--- src/rtl/mem_align_unit.sv ---
// Byte-addressed core requests mapped onto an aligned memory bus, with lane steering and load extension.
// Define MEM_ALIGN_SPLIT_EN to run boundary-crossing accesses as two beats; otherwise they are rejected.
module mem_align_unit #(
  parameter int DATA_WIDTH = 32,
  parameter int ADDR_WIDTH = 32
) (
  input  logic                    i_clk,
  input  logic                    i_rst,
  input  logic                    i_req_valid,
  output logic                    o_req_ready,
  input  logic [ADDR_WIDTH-1:0]   i_req_addr,
  input  logic                    i_req_we,
  input  logic [1:0]              i_req_size,
  input  logic                    i_req_unsigned,
  input  logic [DATA_WIDTH-1:0]   i_req_wdata,
  output logic                    o_mem_valid,
  input  logic                    i_mem_ready,
  output logic [ADDR_WIDTH-1:0]   o_mem_addr,
  output logic                    o_mem_we,
  output logic [DATA_WIDTH/8-1:0] o_mem_wstrb,
  output logic [DATA_WIDTH-1:0]   o_mem_wdata,
  input  logic                    i_mem_rvalid,
  input  logic [DATA_WIDTH-1:0]   i_mem_rdata,
  output logic                    o_rsp_valid,
  output logic [DATA_WIDTH-1:0]   o_rsp_rdata,
  output logic                    o_rsp_err
);
  localparam int NB   = DATA_WIDTH / 8;
  localparam int OFFW = $clog2(NB);

  typedef enum logic [2:0] {
    IDLE = 3'd0,
    CMD0 = 3'd1,
    RD0  = 3'd2,
    DONE = 3'd3
`ifdef MEM_ALIGN_SPLIT_EN
    ,
    CMD1 = 3'd4,
    RD1  = 3'd5
`endif
  } state_e;

  state_e                  state_q, state_d;
  logic [ADDR_WIDTH-1:0]   addr_q, addr_d;
  logic                    we_q, we_d;
  logic [1:0]              size_q, size_d;
  logic                    uns_q, uns_d;
  logic                    err_q, err_d;
  logic [DATA_WIDTH-1:0]   wdata_q, wdata_d;
  logic [DATA_WIDTH-1:0]   rdata0_q, rdata0_d;
`ifdef MEM_ALIGN_SPLIT_EN
  logic [DATA_WIDTH-1:0]   rdata1_q, rdata1_d;
  logic                    split_s;
`endif
  logic [OFFW-1:0]         off_s;
  logic                    bad_s;
  logic [ADDR_WIDTH-1:0]   base_s;
  logic [DATA_WIDTH-1:0]   ld_raw_s;
  logic [DATA_WIDTH-1:0]   ld_ext_s;
  logic                    sign_s;
  logic [7:0]              nbits_s;

  function automatic logic crosses(input logic [OFFW-1:0] off, input logic [1:0] size);
    logic [4:0] sum;
    sum = 5'(off) + (5'd1 << size);
    return (sum > 5'(NB));
  endfunction

  function automatic logic [NB-1:0] lane_mask(input logic [1:0] size);
    case (size)
      2'd0:    lane_mask = NB'(8'h01);
      2'd1:    lane_mask = NB'(8'h03);
      2'd2:    lane_mask = NB'(8'h0F);
      default: lane_mask = '1;
    endcase
  endfunction

  assign off_s  = addr_q[OFFW-1:0];
  assign base_s = {addr_q[ADDR_WIDTH-1:OFFW], {OFFW{1'b0}}};

`ifdef MEM_ALIGN_SPLIT_EN
  assign split_s  = crosses(off_s, size_q);
  assign bad_s    = (i_req_size > 2'(OFFW));
  assign ld_raw_s = DATA_WIDTH'({rdata1_q, rdata0_q} >> {off_s, 3'b000});
`else
  // Without split support a crossing request is refused before any bus activity.
  assign bad_s    = (i_req_size > 2'(OFFW)) || crosses(i_req_addr[OFFW-1:0], i_req_size);
  assign ld_raw_s = rdata0_q >> {off_s, 3'b000};
`endif

  // State and request registers.
  always_ff @(posedge i_clk) begin
    if (i_rst) begin
      state_q  <= IDLE;
      addr_q   <= '0;
      we_q     <= 1'b0;
      size_q   <= 2'd0;
      uns_q    <= 1'b0;
      err_q    <= 1'b0;
      wdata_q  <= '0;
      rdata0_q <= '0;
`ifdef MEM_ALIGN_SPLIT_EN
      rdata1_q <= '0;
`endif
    end else begin
      state_q  <= state_d;
      addr_q   <= addr_d;
      we_q     <= we_d;
      size_q   <= size_d;
      uns_q    <= uns_d;
      err_q    <= err_d;
      wdata_q  <= wdata_d;
      rdata0_q <= rdata0_d;
`ifdef MEM_ALIGN_SPLIT_EN
      rdata1_q <= rdata1_d;
`endif
    end
  end

  // Next-state logic and request capture.
  always_comb begin
    state_d  = state_q;
    addr_d   = addr_q;
    we_d     = we_q;
    size_d   = size_q;
    uns_d    = uns_q;
    err_d    = err_q;
    wdata_d  = wdata_q;
    rdata0_d = rdata0_q;
`ifdef MEM_ALIGN_SPLIT_EN
    rdata1_d = rdata1_q;
`endif
    case (state_q)
      IDLE: begin
        if (i_req_valid) begin
          addr_d   = i_req_addr;
          we_d     = i_req_we;
          size_d   = i_req_size;
          uns_d    = i_req_unsigned;
          wdata_d  = i_req_wdata;
          err_d    = bad_s;
          rdata0_d = '0;
`ifdef MEM_ALIGN_SPLIT_EN
          rdata1_d = '0;
`endif
          state_d  = bad_s ? DONE : CMD0;
        end else begin
          state_d = IDLE;
        end
      end
      CMD0: begin
        if (!i_mem_ready) begin
          state_d = CMD0;
        end else if (!we_q) begin
          state_d = RD0;
        end else begin
`ifdef MEM_ALIGN_SPLIT_EN
          state_d = split_s ? CMD1 : DONE;
`else
          state_d = DONE;
`endif
        end
      end
      RD0: begin
        if (i_mem_rvalid) begin
          rdata0_d = i_mem_rdata;
`ifdef MEM_ALIGN_SPLIT_EN
          state_d  = split_s ? CMD1 : DONE;
`else
          state_d  = DONE;
`endif
        end else begin
          state_d = RD0;
        end
      end
`ifdef MEM_ALIGN_SPLIT_EN
      CMD1: begin
        if (i_mem_ready) begin
          state_d = we_q ? DONE : RD1;
        end else begin
          state_d = CMD1;
        end
      end
      RD1: begin
        if (i_mem_rvalid) begin
          rdata1_d = i_mem_rdata;
          state_d  = DONE;
        end else begin
          state_d = RD1;
        end
      end
`endif
      DONE:    state_d = IDLE;
      default: state_d = IDLE;
    endcase
  end

  // Load extension: bytes beyond the access length take the sign bit unless zero-extending.
  always_comb begin
    ld_ext_s = '0;
    nbits_s  = 8'd8 << size_q;
    case (size_q)
      2'd0:    sign_s = ld_raw_s[7];
      2'd1:    sign_s = ld_raw_s[15];
      2'd2:    sign_s = ld_raw_s[31];
      default: sign_s = 1'b0;
    endcase
    if (uns_q) begin
      sign_s = 1'b0;
    end else begin
      sign_s = sign_s;
    end
    for (int i = 0; i < DATA_WIDTH; i++) begin
      ld_ext_s[i] = (8'(i) < nbits_s) ? ld_raw_s[i] : sign_s;
    end
  end

  // Output decode from the registered state.
  always_comb begin
    o_req_ready = (state_q == IDLE);
    o_mem_we    = we_q;
    o_mem_valid = 1'b0;
    o_mem_addr  = '0;
    o_mem_wstrb = '0;
    o_mem_wdata = '0;
    o_rsp_valid = 1'b0;
    o_rsp_err   = 1'b0;
    o_rsp_rdata = '0;
    case (state_q)
      CMD0: begin
        o_mem_valid = 1'b1;
        o_mem_addr  = base_s;
        o_mem_wdata = wdata_q << {off_s, 3'b000};
        o_mem_wstrb = we_q ? (lane_mask(size_q) << off_s) : '0;
      end
`ifdef MEM_ALIGN_SPLIT_EN
      CMD1: begin
        o_mem_valid = 1'b1;
        o_mem_addr  = base_s + ADDR_WIDTH'(NB);
        o_mem_wdata = wdata_q >> {((OFFW+1)'(NB) - {1'b0, off_s}), 3'b000};
        o_mem_wstrb = we_q ? (lane_mask(size_q) >> ((OFFW+1)'(NB) - {1'b0, off_s})) : '0;
      end
`endif
      DONE: begin
        o_rsp_valid = 1'b1;
        o_rsp_err   = err_q;
        o_rsp_rdata = (we_q || err_q) ? '0 : ld_ext_s;
      end
      default: begin
        o_mem_valid = 1'b0;
      end
    endcase
  end

endmodule

--- config.mk ---
export PLATFORM = sky130hd
export DESIGN_NAME = mem_align_unit
export DESIGN_NICKNAME = d
export VERILOG_FILES = /design/src/rtl/mem_align_unit.sv
export SDC_FILE = /design/constraint.sdc
export NUM_CORES = 1
export LEC_CHECK = 0
export ABC_AREA = 0
export BUFFER_PORTS_ARGS = -buffer_cell sky130_fd_sc_hd__buf_2
export CAP_MARGIN = 40
export CORE_UTILIZATION = 53
export DETAILED_ROUTE_END_ITERATION = 10
export PLACE_DENSITY = 0.91
export SYNTH_ARGS = -nofsm -noshare
export SYNTH_HDL_FRONTEND = slang
export SYNTH_SLANG_ARGS = --single-unit
--- constraint.sdc ---
create_clock -name i_clk -period 3.55 [get_ports i_clk]
set_input_delay 0.355 -clock i_clk [delete_from_list [all_inputs] [get_ports i_clk]]
set_output_delay 0.355 -clock i_clk [all_outputs]
set_load 0.03 [all_outputs]
-- Word level (Yosys, flattened, before mapping)
Index checks and enable logic that the tools add are counted.
- word-level logic and storage cells: 116
- input port bits: 105
- bits in registers: 104
- output and inout bits: 105
- $lt $le $gt $ge: 34
- equality and inequality tests: 7
- $add $sub $neg: 1
- shift-type cells: 5
- multiplexer cells: 54
- reduce and logical (&&, ||, !) cells: 7
- operator list (kind ; count):
    $mux 32 ; 6
    $lt 5x8->1 const A ; 16
    $lt 4x8->1 const A ; 8
    $pmux 32 s2 ; 1
    $mux 1 ; 38
    $lt 3x8->1 const A ; 4
    $shl 32x5->32 ; 1
    $shr 32x5->32 ; 1
    $lt 1x8->1 const A ; 2
    $lt 2x8->1 const A ; 2
    $mux 4 ; 3
    $pmux 3 s3 ; 1
    $pmux 4 s2 ; 1
    $shl 4x2->8 const A ; 1
    $eq 3x2->1 const B ; 2
    $mux 2 ; 3
    $add 2x5->5 ; 1
    $gt 5x3->1 const B ; 1
    $shl 1x2->5 const A ; 1
    $ne 2x2->1 const B ; 2
    $shl 4x2->4 ; 1
    $eq 3x1->1 const B ; 1
    $logic_not 3->1 ; 1
    $pmux 1 s3 ; 1
    8 further kinds ; 9

-- Longest topological paths before layout
Gate-level depths: netlist of run 1.
- depth in word-level cells: 7
- gate-level depth with buffers: 8
- gate-level depth less buffers: 8

-- Least setup slack after synthesis of run 1
OpenSTA, ideal clock, no wires.
- path type: reg-to-output
- start point: reg we_q (netlist: o_mem_we)
- end point: out o_rsp_rdata[16]
- path slack: 1.321 ns
- required time: 3.195 ns
- buffers on the path: 1
- cell stages (with the launch flop): 5
- arrival: 1.874 ns
- path through: dfxtp_1 -> nand4bb_1 -> or3_1 -> clkbuf_1 -> o21ai_0
- word-level cells in the longest chain between the ends: 3
- ends and longest elaborated chain (element ; line ; text):
    start, declared ; 45 ; logic we_q, we_d;
    start signal, assigned ; 108 ; we_q <= we_d;
    $logic_or 1x1->1 ; 247 ; o_rsp_rdata = (we_q || err_q) ? '0 : ld_ext_s;
    $mux 32 ; 247 ;
    $mux 32 ; 229 ; case (state_q)
    end, declared ; 25 ; output logic [DATA_WIDTH-1:0] o_rsp_rdata,
Every way passes these cells.

-- Worst setup path after layout of run 1
- start point: reg addr_q[1]
- end point: out o_rsp_rdata[17]
- word-level cells in the longest chain between the ends: 6
- ends and longest elaborated chain (element ; line ; text):
    start, declared ; 44 ; logic [ADDR_WIDTH-1:0] addr_q, addr_d;
    start signal, assigned ; 107 ; addr_q <= addr_d;
    $shr 32x5->32 * ; 88 ; assign ld_raw_s = rdata0_q >> {off_s, 3'b000};
    $pmux 1 s3 ; 202 ; case (size_q)
    $mux 1 ; 208 ; if (uns_q) begin
    $mux 1 * ; 214 ; ld_ext_s[i] = (8'(i) < nbits_s) ? ld_raw_s[i] : sign_s;
    $mux 32 * ; 247 ;
    $mux 32 * ; 229 ;
Every way passes the cells marked *; elsewhere a longest branch is shown, timed or not.

==> run metrics, run 1 <==
status=finished clean; largest net degree at the start of global routing=75; Synth cell types=35; Yosys Warn Count=0; Synth Register Bits=103; final worst slack=0.567 ns; initial antenna violation count=3; Max-slew headroom=about half; WS Path Type=reg -> out; worst vdd ir=0.264 mV; register area share after synthesis=38.2%; synthesized area=0.00540 sq mm; die area=0.0106 sq mm; fmax=0.335 GHz; Final Hold Fails=0; CTS tree=done; Num CTS Buffers=9; critical path depth=5; clk_skew=0.00412 ns; Pre-antenna DRT Iters=5; Final Net Count=996; post-layout min period=2.98 ns; CP cell instances=mux4_2 -> nor2_1 -> a2111o_1 -> o21ai_0 -> buf_2; via/cell ratio=5.45; area grow syn2layout=22.5%; worst slew pin tran=0.771 ns; most numerous cell in the Yosys netlist=nand2_1; routed vias=5600; slowest CP cell=dfxtp_2; placed cells=just over 1000; Worst setup EP type=output port; CP arrival=2.63 ns; number of cell rows=36; setup bufs post-CTS=0; die width=103 microns; PD cells=407 mW/mm^2; routed wire length=roughly 15000 microns; RSZ-0062 raised after global routing=no; DP HPWL=10800 microns; Final ANT Viol Nets=0; Final Cycle Share=between 80% and 90%; critical path required time=3.19 ns; first-pass GRT wire length=23800 microns; Final Util=slightly below 70%; Routed wire per std cell=14.9 microns; non-filler instance count after layout=1028; dominant synthesized flop cell=dfxtp_1; Worst-Skew Late Latency=0.36 ns; io pins=210; top cells by area, synth=dfxtp_1, nand2_1, a21oi_1; Reg clk slew, reported paths=0.10 ns; HP Class=in -> reg; share of the synthesized area in the top cell type=38.2%; area leader, netlist=dfxtp_1; core area=0.00982 sq mm; fin. max-slew vios=0; CP bufs+invs=1; Async S/R FF share, synth=0%; FILL cells=889; GRT overflow=0; most instantiated cells after synthesis=nand2_1, a21oi_1, dfxtp_1, clkbuf_1, nor2_1; vias in the first global route=4982; H-tree levels=3; Post-synth EDFFs=0; Setup TNS=0 ns; GRT Total Usage=28.9%; largest delay contributor family on the critical path=flip-flops; RePlAce Congestion=0.941; clk buf depth=2; Static Leak=approximately 2.9 nW; Post-CTS Resized=0; worst hold stages=3; Mapped Cells=726; ratio of cells with drive above 1 in the final layout=27.3%; setup violators final=0; input/output buffers=~210; iteration-0 DRC count of the detailed router=254; Worst Setup Start Kind=flop; R2R depth=6; max cap viols=0; drc violations=0; Initial Utilization=55.0%; worst reg2reg setup slack=1.40 ns; Crit Path Max Fanout=39; Setup WS pre-CTS=0.960 ns; Max stage delay on crit path=0.83 ns; clock root cell=clkbuf_8; Post-Syn Area per Cell=7.43 sq um; clock sink total=approximately 100; die height=103 microns; Post-CTS Hold Buffers=0
-- path summary, 6_finish.rpt --
kind                     end      startpoint
min reg2reg       addr_q[14]      addr_q[14]
max          o_rsp_rdata[17]       addr_q[1]
min               addr_q[14]  i_req_addr[14]
max reg2reg      wdata_q[31]      state_q[1]
-- cells by family (layout without fill, tap and decap cells) --
kind of cell / Yosys count / in the layout / share of synthesized area (%)
simple gates: 337 / 337 / 30.1
compound gates: 171 / 171 / 18.4
flops: 103 / 103 / 38.2
buf+inv: 78 / 244 / 6.05
mux: 33 / 33 / 6.35
fa+ha+maj: 3 / 3 / 0.835
other cells: 1 / 4 / 0.0695
-- registers in the layout, indices dropped and copies added (netlist names) --
name and flops:
wdata_q 32, state_q 2, err_q 1, rdata0_q 32, addr_q 32, o_mem_we 1, size_q 2, uns_q 1
-- power by group --
group	switching [W]	internal (W)	total [W]
Clock	0.000417	0.000299	0.000716
Sequential	0.0000789	0.00124	0.00132
Combinational	0.000423	0.000231	0.000654
Total	0.000919	0.00177	0.00269
-- final cells by class --
type	count	area, sq um	share of cell area, %
diodes	2	5.00	0.0757
well taps	133	166	2.52
multi-input cells	546	3020	45.7
clock inverters	5	38.8	0.587
clock buffers	11	151	2.29
repair buffers	219	1130	17.1
inverters	9	33.8	0.511
flip-flops and latches	103	2060	31.2
-- per-stage QoR --
| stage | total power [W] | hold slack [ns] | area, sq um |
|---|---|---|---|
| 2_1_floorplan | 0.00180 | 0.427 | 5400 |
| 3_3_place_gp | 0.00198 | 0.438 | 6410 |
| 3_5_place_dp | 0.00200 | 0.442 | 6410 |
| 4_1_cts | 0.00271 | 0.193 | 6600 |
| 5_1_grt | 0.00283 | 0.190 | 6610 |
| 6_report | 0.00269 | 0.212 | 6610 |
-- per-layer routing --
| metal | up-vias | GRT usage, % | routed length [microns] |
|---|---|---|---|
| li1 | 2778 | - | - |
| met3 | 24 | 9.08 | 1700 |
| met5 | - | 0 | 13 |
| met4 | 2 | 8.78 | 264 |
| met1 | 2522 | 38.8 | 6520 |
| met2 | 274 | 44.6 | 6810 |
-- cell usage in the layout, fill, tap and decap left out, drive strengths merged, types with 12 or more instances in the layout --
cell / netlist / routed
buf: 21 / 219
nand2: 186 / 186
a21oi: 111 / 111
dfxtp: 103 / 103
nor2: 43 / 43
a211oi: 42 / 42
and2: 40 / 40
mux2i: 32 / 32
nand4b: 32 / 32
nor2b: 19 / 19
o21ai: 12 / 12
-- worst reg2reg max path, stage by stage (launching register included) --
cell and delay [ns]:
dfxtp_1 0.35, buf_4 0.38, nor2_1 0.13, nand2_2 0.46, buf_4 0.49, nand2_1 0.11
a21oi_1 0.16
No activity file was read; power rests on OpenSTA's default activity.
==> run 2, diff against run 1 <==
--- a/config.mk
+++ b/config.mk
@@ -5,12 +5,12 @@
 export SDC_FILE = /design/constraint.sdc
 export NUM_CORES = 1
 export LEC_CHECK = 0
-export ABC_AREA = 0
+export ABC_AREA = 1
 export BUFFER_PORTS_ARGS = -buffer_cell sky130_fd_sc_hd__buf_2
 export CAP_MARGIN = 40
-export CORE_UTILIZATION = 53
+export CORE_UTILIZATION = 49
 export DETAILED_ROUTE_END_ITERATION = 10
-export PLACE_DENSITY = 0.91
+export PLACE_DENSITY = 0.85
 export SYNTH_ARGS = -nofsm -noshare
 export SYNTH_HDL_FRONTEND = slang
 export SYNTH_SLANG_ARGS = --single-unit
==> constraint.sdc (replaced) <==
create_clock -name i_clk -period 2.75 [get_ports i_clk]
set_input_delay 0.275 -clock i_clk [delete_from_list [all_inputs] [get_ports i_clk]]
set_output_delay 0.275 -clock i_clk [all_outputs]
set_load 0.03 [all_outputs]
==> run metrics, run 2 <==
clk buf depth=2 (unchanged); largest net degree at the start of global routing=62 (was 75); io pins=210 (unchanged); H-tree levels=3 (unchanged); post-synthesis xor/xnor area fraction=0.163% (was 0%); most instantiated cells after synthesis=nor2_1, a21oi_1, dfxtp_1, nand2_1, o21ai_0 (was nand2_1, a21oi_1, dfxtp_1, clkbuf_1, nor2_1); HP Class=in -> reg (unchanged); Post-Syn Area per Cell=6.61 sq um (was 7.43 sq um); RePlAce Congestion=0.935 (was 0.941); first-pass GRT wire length=24700 microns (was 23800 microns); Synth cell types=32 (was 35); die width=107 microns (was 103 microns); drc violations=0 (unchanged); Crit Path Max Fanout=13 (was 39); Pre-antenna DRT Iters=5 (unchanged); worst vdd ir=0.324 mV (was 0.264 mV); Final ANT Viol Nets=0 (unchanged); Worst Setup Start Kind=flop (unchanged); routed wire length=15300 microns (about the same); met1 GRT Util=37.6% (was 38.8%); CTS tree=done (unchanged); routed vias=5876 (was 5600); met3 usage=6.38% (was 9.08%); GRT overflow=0 (unchanged); die area=0.0114 sq mm (was 0.0106 sq mm); critical path required time=2.48 ns (was 3.19 ns); vias in the first global route=5079 (was 4982); mux contribution to synthesized area=1.49% (was 6.35%); DP HPWL=11100 microns (was 10800 microns); Setup TNS=0 ns (unchanged); post-layout min period=2.46 ns; via/cell ratio=5.27 (was 5.45); Final Hold Fails=0 (unchanged); FILL cells=1005 (was 889); dominant synthesized flop cell=dfxtp_1 (unchanged); Initial Utilization=51.2% (was 55.0%); top cells by area, synth=dfxtp_1, nor2_1, a21oi_1 (was dfxtp_1, nand2_1, a21oi_1); synthesized area=0.00536 sq mm (was 0.00540 sq mm); Synth Area in Compound Gates=24.8% (was 18.4%); Num CTS Buffers=9 (unchanged); most numerous cell in the Yosys netlist=nor2_1 (was nand2_1); iteration-0 DRC count of the detailed router=534 (was 254); number of cell rows=37 (was 36); register area share after synthesis=38.5% (was 38.2%); clk_skew=0.0116 ns (was 0.00412 ns); worst slew pin tran=0.603 ns (was 0.771 ns); leading cell types in the layout, fill and taps excluded=buf_2, nor2_1, nand2_1, a21oi_1, dfxtp_1 (was buf_2, nand2_1, a21oi_1); ratio of cells with drive above 1 in the final layout=25.5% (was 27.3%); status=finished clean (unchanged); M2 GR Usage=41.5% (was 44.6%); Yosys Warn Count=0 (unchanged); Worst-Skew Late Latency=0.36 ns (about the same); WS Path Type=reg -> out (unchanged); largest family of logic cells by synthesized area=compound AO/OA/AOI/OAI gates (was simple AND/OR/NAND/NOR gates); die height=107 microns (was 103 microns); Worst setup EP type=output port (unchanged); worst hold stages=3 (unchanged); Async S/R FF share, synth=0% (unchanged); Max-slew headroom=59.8% (was 48.6%); initial antenna violation count=2 (was 3); area grow syn2layout=22.7% (was 22.5%); Final Cycle Share=89.5%; GR peak layer=met2 (unchanged); GRT Total Usage=27.0% (was 28.9%); Routed wire per std cell=13.7 microns (was 14.9 microns); max cap viols=0 (unchanged); clock sink total=103 (unchanged); core area=0.0105 sq mm (was 0.00982 sq mm); Synth Register Bits=103 (unchanged); Mapped Cells=810 (was 726); input/output buffers=207 (unchanged); hold slack=0.136 ns (was 0.212 ns); RSZ-0062 raised after global routing=no (unchanged); Post-Synth Adder-Cell Area=0.841% (was 0.835%); commonest non-fill, non-tap cell in the layout=buf_2 (unchanged); Static Leak=2.98 nW (was 2.91 nW); PD cells=611 mW/mm^2 (was 407 mW/mm^2); Post-synth EDFFs=0 (unchanged); setup violators final=0 (unchanged); clock root cell=clkbuf_8 (unchanged); Design Power=0.00401 W (was 0.00269 W); fmax=slightly above 0.4 GHz; CP arrival=2.18 ns (was 2.63 ns); Final Net Count=1083 (was 996); R2R depth=7 (was 6); Reg clk slew, reported paths=0.10 ns (about the same); Synth Area in Simple Gates=24.3% (was 30.1%); share of the synthesized area in the top cell type=38.5% (was 38.2%); area leader, netlist=dfxtp_1 (unchanged); Ant. Diodes=0 (was 2); fin. max-slew vios=0 (unchanged); biggest regs=addr_q (32), rdata0_q (32), wdata_q (32) (unchanged)
[run 2: changes by cell type after synthesis, moves of 37 or more]
| cell | previous run | this run |
|---|---|---|
| inv_1 | 9 | 48 |
| o21ai_0 | 10 | 96 |
| a211oi_1 | 42 | 0 |
| nand2_1 | 186 | 103 |
| nor2_1 | 43 | 179 |
| nand3_1 | 0 | 37 |
| and2_1 | 40 | 1 |
[run 2: per-stage QoR]
stage / utilization (%) / cell area (sq um) / worst slack [ns] / instances
2_1_floorplan: - / 5360 / 0.478 / 811
3_5_place_dp: 60.9 / 6370 / 0.627 / 1100
5_1_grt: 62.8 / 6570 / 0.0820 / 1116
4_1_cts: 62.8 / 6570 / 0.227 / 1116
3_3_place_gp: 60.9 / 6370 / 0.617 / 1100
6_report: 62.8 / 6570 / 0.290 / 1116
[run 2: path summary, 6_finish.rpt]
kind	start	to	slack [ns]
min reg2reg	addr_q[3]	addr_q[3]	0.45
max reg2reg	state_q[0]	rdata0_q[24]	0.88
min	i_mem_rdata[1]	rdata0_q[1]	0.14
max	size_q[1]	o_rsp_rdata[11]	0.29
[run 2: metal layers]
layer | share of wire, % | routed length, microns
met5 | 0.065 | 10
met4 | 2.0 | 301
met3 | 8.5 | 1300
met2 | 43 | 6590
met1 | 46 | 7100
[run 2: critical path: stages, from the launching register on]
cell	delay [ns]
dfxtp_1	0.44
nor2_2	0.40
clkinv_1	0.38
o211ai_1	0.20
nand2_1	0.07
a21oi_1	0.14
buf_2	0.22
[run 2: power breakdown]
| group | switching, W | internal (W) | total [W] |
|---|---|---|---|
| sequential | 0.000137 | 0.00167 | 0.00181 |
| combinational | 0.000846 | 0.000384 | 0.00123 |
| clock | 0.000537 | 0.000436 | 0.000973 |
| total | 0.00152 | 0.00249 | 0.00401 |
[run 2: what timing repair did]
item                                    4_1_cts  5_1_grt
hold buffers                                  0        0
endpoints found under the setup margin        0        3
resized for setup                             0        1
setup buffers                                 0        0
[run 2: layout make-up]
| class | instances | area [sq um] | area share, % |
|---|---|---|---|
| well taps | 136 | 170 | 2.59 |
| multi-input cells | 587 | 2780 | 42.2 |
| repair buffers | 222 | 1160 | 17.7 |
| clock inverters | 6 | 73.8 | 1.12 |
| inverters | 52 | 201 | 3.06 |
| flip-flops and latches | 103 | 2060 | 31.4 |
| clock buffers | 10 | 128 | 1.94 |
[run 2: logic make-up after synthesis]
group,count (synthesis)
simple gates,327
mux,8
buf+inv,121
fa+ha+maj,3
other cells,1
flops,103
compound gates,246
xor+xnor,1
